**src/rtl/fp32_compare_pkg.sv**
```systemverilog
// fp32_compare_pkg: FP32 field widths, exponent constants, compare operator codes
// and the stage-1 register layout shared by the comparator files.
package fp32_compare_pkg;
    localparam int FP_W  = 32;
    localparam int EXP_W = 8;
    localparam int MAN_W = 23;
    localparam int HI_W  = 16;
    localparam int LO_W  = 15;
    localparam logic [EXP_W-1:0] EXP_ONES  = '1;
    localparam logic [EXP_W-1:0] EXP_ZEROS = '0;
    localparam int OP_GT = 0;
    localparam int OP_LT = 1;
    localparam int OP_EQ = 2;
    localparam int OP_GE = 3;
    localparam int OP_LE = 4;
    localparam int OP_NE = 5;

    typedef struct packed {
        logic nan_a;
        logic nan_b;
        logic zero_a;
        logic zero_b;
        logic sign_a;
        logic sign_b;
        logic hi_gt;
        logic hi_eq;
        logic lo_gt;
        logic lo_eq;
    } stage1_t;

    function automatic logic apply_op(input int op, input logic gt, input logic eq);
        return op == OP_GT ? gt :
               op == OP_LT ? ~gt & ~eq :
               op == OP_EQ ? eq :
               op == OP_GE ? gt | eq :
               op == OP_LE ? ~gt :
               ~eq;
    endfunction
endpackage

```
**src/rtl/fp32_classify.sv**
```systemverilog
// fp32_classify: per-operand NaN / zero / sign detection, with optional
// flushing of subnormals to zero.
module fp32_classify import fp32_compare_pkg::*; #(
    parameter int FLUSH_DENORM = 1
) (
    input  logic [FP_W-1:0] i_x,
    output logic            o_nan,
    output logic            o_zero,
    output logic            o_sign
);
    logic [EXP_W-1:0] exp_f;
    logic [MAN_W-1:0] man_f;

    assign exp_f  = i_x[FP_W-2 -: EXP_W];
    assign man_f  = i_x[MAN_W-1:0];
    assign o_nan  = exp_f == EXP_ONES && man_f != '0;
    assign o_zero = exp_f == EXP_ZEROS && (man_f == '0 || FLUSH_DENORM != 0);
    assign o_sign = i_x[FP_W-1];
endmodule

```
**src/rtl/fp32_compare.sv**
```systemverilog
// fp32_compare: two-stage pipelined IEEE-754 binary32 comparator; stage 1
// classifies operands and splits the magnitude compare, stage 2 orders and applies OP.
module fp32_compare import fp32_compare_pkg::*; #(
    parameter int OP           = 0,
    parameter int FLUSH_DENORM = 1
) (
    input  logic            i_clk,
    input  logic            i_rst_n,
    input  logic            i_a_valid,
    input  logic [FP_W-1:0] i_a,
    input  logic            i_b_valid,
    input  logic [FP_W-1:0] i_b,
    output logic            o_result_valid,
    output logic [7:0]      o_result,
    output logic            o_unordered
);
    logic            nan_a, nan_b, zero_a, zero_b, sign_a, sign_b;
    logic [HI_W-1:0] hi_a, hi_b;
    logic [LO_W-1:0] lo_a, lo_b;
    stage1_t         s1_d, s1_q;
    logic            v1_q, v2_q, res_d, res_q, unord_d, unord_q;
    logic            nan, mag_gt, mag_eq, neg_a, neg_b, eq, gt;

    fp32_classify #(.FLUSH_DENORM(FLUSH_DENORM)) u_cls_a (
        .i_x(i_a), .o_nan(nan_a), .o_zero(zero_a), .o_sign(sign_a)
    );
    fp32_classify #(.FLUSH_DENORM(FLUSH_DENORM)) u_cls_b (
        .i_x(i_b), .o_nan(nan_b), .o_zero(zero_b), .o_sign(sign_b)
    );

    assign hi_a = i_a[FP_W-2 -: HI_W];
    assign hi_b = i_b[FP_W-2 -: HI_W];
    assign lo_a = i_a[LO_W-1:0];
    assign lo_b = i_b[LO_W-1:0];

    always_comb begin
        s1_d = '{nan_a: nan_a, nan_b: nan_b, zero_a: zero_a, zero_b: zero_b,
                 sign_a: sign_a, sign_b: sign_b,
                 hi_gt: hi_a > hi_b, hi_eq: hi_a == hi_b,
                 lo_gt: lo_a > lo_b, lo_eq: lo_a == lo_b};
    end

    // A zero (incl. flushed subnormal) counts as non-negative so +0 == -0.
    always_comb begin
        nan     = s1_q.nan_a | s1_q.nan_b;
        mag_gt  = s1_q.hi_gt | (s1_q.hi_eq & s1_q.lo_gt);
        mag_eq  = s1_q.hi_eq & s1_q.lo_eq;
        neg_a   = s1_q.sign_a & ~s1_q.zero_a;
        neg_b   = s1_q.sign_b & ~s1_q.zero_b;
        eq      = (s1_q.zero_a & s1_q.zero_b) | (neg_a == neg_b && mag_eq);
        gt      = ~eq & (neg_a != neg_b ? neg_b : (neg_a ? ~mag_gt : mag_gt));
        res_d   = v1_q & (nan ? OP == OP_NE : apply_op(OP, gt, eq));
        unord_d = v1_q & nan;
    end

    always_ff @(posedge i_clk or negedge i_rst_n) begin
        if (!i_rst_n) begin
            v1_q    <= 1'b0;
            s1_q    <= '0;
            v2_q    <= 1'b0;
            res_q   <= 1'b0;
            unord_q <= 1'b0;
        end else begin
            v1_q    <= i_a_valid & i_b_valid;
            s1_q    <= s1_d;
            v2_q    <= v1_q;
            res_q   <= res_d;
            unord_q <= unord_d;
        end
    end

    assign o_result_valid = v2_q;
    assign o_result       = {7'b0, res_q};
    assign o_unordered    = unord_q;
endmodule

```
**config.mk**
```make
export PLATFORM = sky130hd
export DESIGN_NAME = fp32_compare
export DESIGN_NICKNAME = d
export VERILOG_FILES = /design/src/rtl/fp32_compare_pkg.sv /design/src/rtl/fp32_classify.sv /design/src/rtl/fp32_compare.sv
export SDC_FILE = /design/constraint.sdc
export NUM_CORES = 1
export LEC_CHECK = 0
export ABC_AREA = 1
export ABC_CLOCK_PERIOD_IN_PS = 800
export CORE_MARGIN = 2
export CORE_UTILIZATION = 35
export CTS_CLUSTER_DIAMETER = 60
export CTS_CLUSTER_SIZE = 24
export DETAILED_ROUTE_END_ITERATION = 12
export HOLD_SLACK_MARGIN = 0.08
export PLACE_DENSITY_LB_ADDON = 0.3
export SLEW_MARGIN = 20
export SYNTH_ARGS = -nofsm -noshare
export SYNTH_HDL_FRONTEND = slang
export SYNTH_SLANG_ARGS = --single-unit
```
**constraint.sdc**
```tcl
create_clock -name i_clk -period 0.8 [get_ports i_clk]
set_input_delay 0.2 -clock i_clk [delete_from_list [all_inputs] [get_ports i_clk]]
set_output_delay 0.2 -clock i_clk [all_outputs]
set_load 0.02 [all_outputs]
```
After elaboration in Yosys (flattened, before gate mapping). Index checks and enable logic that the tools add are counted.

Bitwise operators: 16. $lt $le $gt $ge: 2. Muxes and demuxes: 3. Eq/ne operators: 6. Reduce and logical (&&, ||, !) cells: 7.

Operators by type and width (count): 23-bit nonzero test (2); 16-bit equality test (1); 8-bit equality test (second input constant) (2); 16-bit greater-than comparator (1); 8-bit zero test (2); 15-bit equality test (1); 15-bit greater-than comparator (1); 1-bit AND (9); 1-bit NOT (4); 1-bit logical AND (3); 1-bit 2-to-1 mux (3); 1-bit bitwise OR (3); 1-bit equality test (1); 1-bit inequality test (1).

Register bits: 14. Word-level logic and storage cells: 48.

Logic depth before layout (Yosys ltp).
Word-level depth: 9. Gate-level depth with buffers: 11. Mapped depth without buffers: 11.

By module. From an unflattened synthesis, not the netlist that was laid out.

Cell total of the unflattened synthesis: 241. Area total of the unflattened synthesis: 1621.6 µm².

Modules (own cells, without submodules): fp32_compare (cells each 175, area an instance 1331.3 µm², instances 1); fp32_classify (cells each 33, area an instance 145.1 µm², instances 2).

Worst setup path before layout. OpenSTA, ideal clock, no wires.

Kind: input port to flip-flop. Start point: in i_b[26]. End point: reg s1_q[3] (netlist name). Setup time: 0.122 ns. Cell stages on the path: 8. Arrival: 1.002 ns. Path slack: -0.323 ns. Cells stage by stage: inv_1 ha_1 nand2_1 inv_1 nand3_1 nor3_2 nor2b_4 a21oi_2.

RTL lines: start: declaration (RTL line fp32_compare.sv:12) `input logic [FP_W-1:0] i_b,`; end signal: assignment (RTL line fp32_compare.sv:59) `s1_q <= '0;`; end signal: assignment (RTL line fp32_compare.sv:65) `s1_q <= s1_d;`; end: declaration (RTL line fp32_compare.sv:20) `stage1_t s1_d, s1_q;`.

==> results.txt <==
status -> finished with violations
failing checks -> negative setup slack
Pwr Total -> 2870 µW
total CTS buffers -> 3
Detailed Place HPWL -> 3.452 mm
CP Cell Sequence -> buf_2, inv_2, ha_4, a21oi_2, nor2_1, nor2_1, nand2_1, nand2_1, a21oi_2
RSZ-0062 raised after global routing -> true
pre-CTS setup slack -> -1.057 ns
Critical Path RT -> 0.92 ns
clk sinks -> 14
area leader, netlist -> ha_1
placed cell count -> 366
ANT cells -> 0
Placed Area -> 2626 µm²
Synth async-reset ratio -> 100.0%
width of the die -> 70.26 µm
clock buffer depth -> 2
Tmin final -> 0.9923 ns
non-filler cells, final -> 378
vias per inst -> 4.852
CP arrival -> 1.12 ns
first-pass GRT wire length -> 8.556 mm
Hold Buf Count CTS -> 0
Worst-path clk slew -> 0.05 ns
GRT overflow -> 0
Placement Rows -> 24
filler cell count -> 337
mean routed wirelength per cell -> 14.44 µm
layout cells sized above 1 -> 65.03%
first drt pass iteration count -> 4
Initial Util -> 35.78%
Yosys reg bits -> 14
GPL Wtd Cong -> 0.8656
Ports -> 78
final non-filler cell area -> 3134 µm²
crit path max fanout -> 2
fin. max-slew vios -> 0
vias in the first global route -> 2,027
via count -> 1,834
LEAKAGE -> 0.001489 µW
final WL -> 5.460 mm
core footprint -> 4294 µm²
Final period util -> 124.0%
final hold vios -> 0
Post-Syn Area per Cell -> 7.016 µm²
Crit. End Element -> flop
Pwr Density -> 915.7 nW/µm²
EDFF count, synth -> 0
max-cap check violation count -> 0
DRC violations left -> 0
DR iter-0 viols -> 58
antenna violations before repair -> 0
Worst Setup Slack, final -> -0.1923 ns
ys flop type -> dfrtp_1
synth unique cells -> 20
Die ar. -> 4936 µm²
area share of the largest cell type after synthesis -> 25.24%
Post-synth top cells -> 46 x inv_1, 41 x nand2_1, 31 x ha_1
Slowest cell on crit path -> ha_4
CP max stage delay -> 0.21 ns
Post-Synthesis Cells -> 219
Die Height -> 70.26 µm
top post-synthesis cells by area -> ha_1 25%, dfrtp_1 23%, inv_1 11%
worst clock skew -> 0.001960 ns
Max VDD drop -> 586.2 µV
most numerous cell in the Yosys netlist -> inv_1
CTS tree -> done
IO buf count -> 70
CP startpoint kind -> primary input
Max Fclk -> 1008 MHz
gr usage total -> 21.25%
Setup Crit Path Kind -> in2reg
clk root buf -> clkbuf_8
Final setup viols -> 10
YS warnings -> 0
synth-to-layout area growth -> 104.0%
Seq/Total Area, Yosys -> 22.80%
Layout Nets -> 426
Clk Latency, worst-skew pair -> 0.24 ns
Detail Route Antenna Nets -> 0
# H-tree levels -> 1
Post-Syn Area -> 1536 µm²
Hold/Removal Path Class -> in2reg
pin count of the biggest net entering global routing -> 15
what timing repair did:
item,in CTS,in global routing
resized for setup,352,47
setup buffers,17,4
pin swaps,75,25
endpoints found under the hold margin,0,0
setup endpoints to repair,12,11
routing by layer:
| metal | share of wire, % | vias to the layer above | track usage, % |
|---|---|---|---|
| met4 | 1.8 | 0 | 6.838 |
| met1 | 38 | 848 | 24.17 |
| met2 | 55 | 65 | 40.15 |
| met3 | 5.4 | 12 | 3.030 |
| li1 | - | 909 | - |
| met5 | 0 | - | 0 |
registers in the layout, indices dropped and copies added, names as in the netlist:
signal          count
v1_q                1
res_q               1
o_unordered         1
o_result_valid      1
s1_q               10
layout make-up:
class / count / area [µm²] / share of cell area (%)
multi-input combinational: 157 / 1574 / 50.22
timing repair buffer: 105 / 859.6 / 27.43
sequential: 14 / 350.3 / 11.18
inverter: 46 / 230.2 / 7.345
tap: 52 / 65.06 / 2.076
clock buffer: 4 / 55.05 / 1.756
critical path, delay by kind of cell:
kind / cells / cell delay, ns
AO/OA/AOI/OAI: 2 / 0.20
adder cells (fa/ha/maj): 1 / 0.21
buffers and inverters: 2 / 0.18
AND/OR/NAND/NOR: 4 / 0.31
logic make-up (layout without fill, tap and decap cells):
logic type | Yosys count | after routing | synth area share (%)
AOI/OAI and AO/OA | 23 | 23 | 8.143
adders and majority gates | 31 | 31 | 25.24
DFF | 14 | 14 | 22.80
buffers and inverters | 54 | 155 | 15.15
other | 1 | 7 | 0.2441
and+or+nand+nor | 96 | 96 | 28.42
cells in the final DEF, fill, tap and decap left out, types with 10 or more instances in the layout:
cell,netlist,final
ha_4,0,29
nand4_1,12,12
buf_4,8,21
inv_1,46,14
a21oi_1,16,10
nor2_1,28,20
nand2_1,41,25
dfrtp_1,14,14
buf_2,0,38
inv_4,0,10
inv_2,0,19
buf_6,0,37
power breakdown:
part / internal (µW) / switching, µW / total, µW / leakage (µW)
combinational: 761 / 707 / 1470 / 0.00128
clock: 435 / 221 / 656 / 0.0000288
sequential: 736 / 10.9 / 747 / 0.000184
total: 1930 / 939 / 2870 / 0.00149
path summary, 6_finish.rpt:
path | slack (ns) | start | endpoint | cells after the start
max in group asynchronous | 0.40 | i_rst_n | o_unordered$_DFF_PN0_ | 2
worst max register to register | -0.10 | s1_q[2]$_DFF_PN0_ | res_q$_DFF_PN0_ | 5
worst max-delay path | -0.19 | i_b[4] | s1_q[1]$_DFF_PN0_ | 9
min in group asynchronous | 0.29 | i_rst_n | s1_q[9]$_DFF_PN0_ | 2
worst min-delay path | 0.24 | i_a[26] | s1_q[7]$_DFF_PN0_ | 3
worst min register to register | 0.39 | v1_q$_DFF_PN0_ | o_result_valid$_DFF_PN0_ | 0
per-stage QoR:
step	TNS (ns)	hold slack, ns	utilization [%]
2_1_floorplan	-0.9789	-0.09559	-
3_5_place_dp	-7.193	0.3703	61.16
5_1_grt	-1.453	0.2360	72.99
4_1_cts	-0.9929	0.2293	69.99
3_3_place_gp	-6.967	0.3607	61.16
6_report	-1.116	0.2412	72.99
Power figures use the tool's default switching activity.
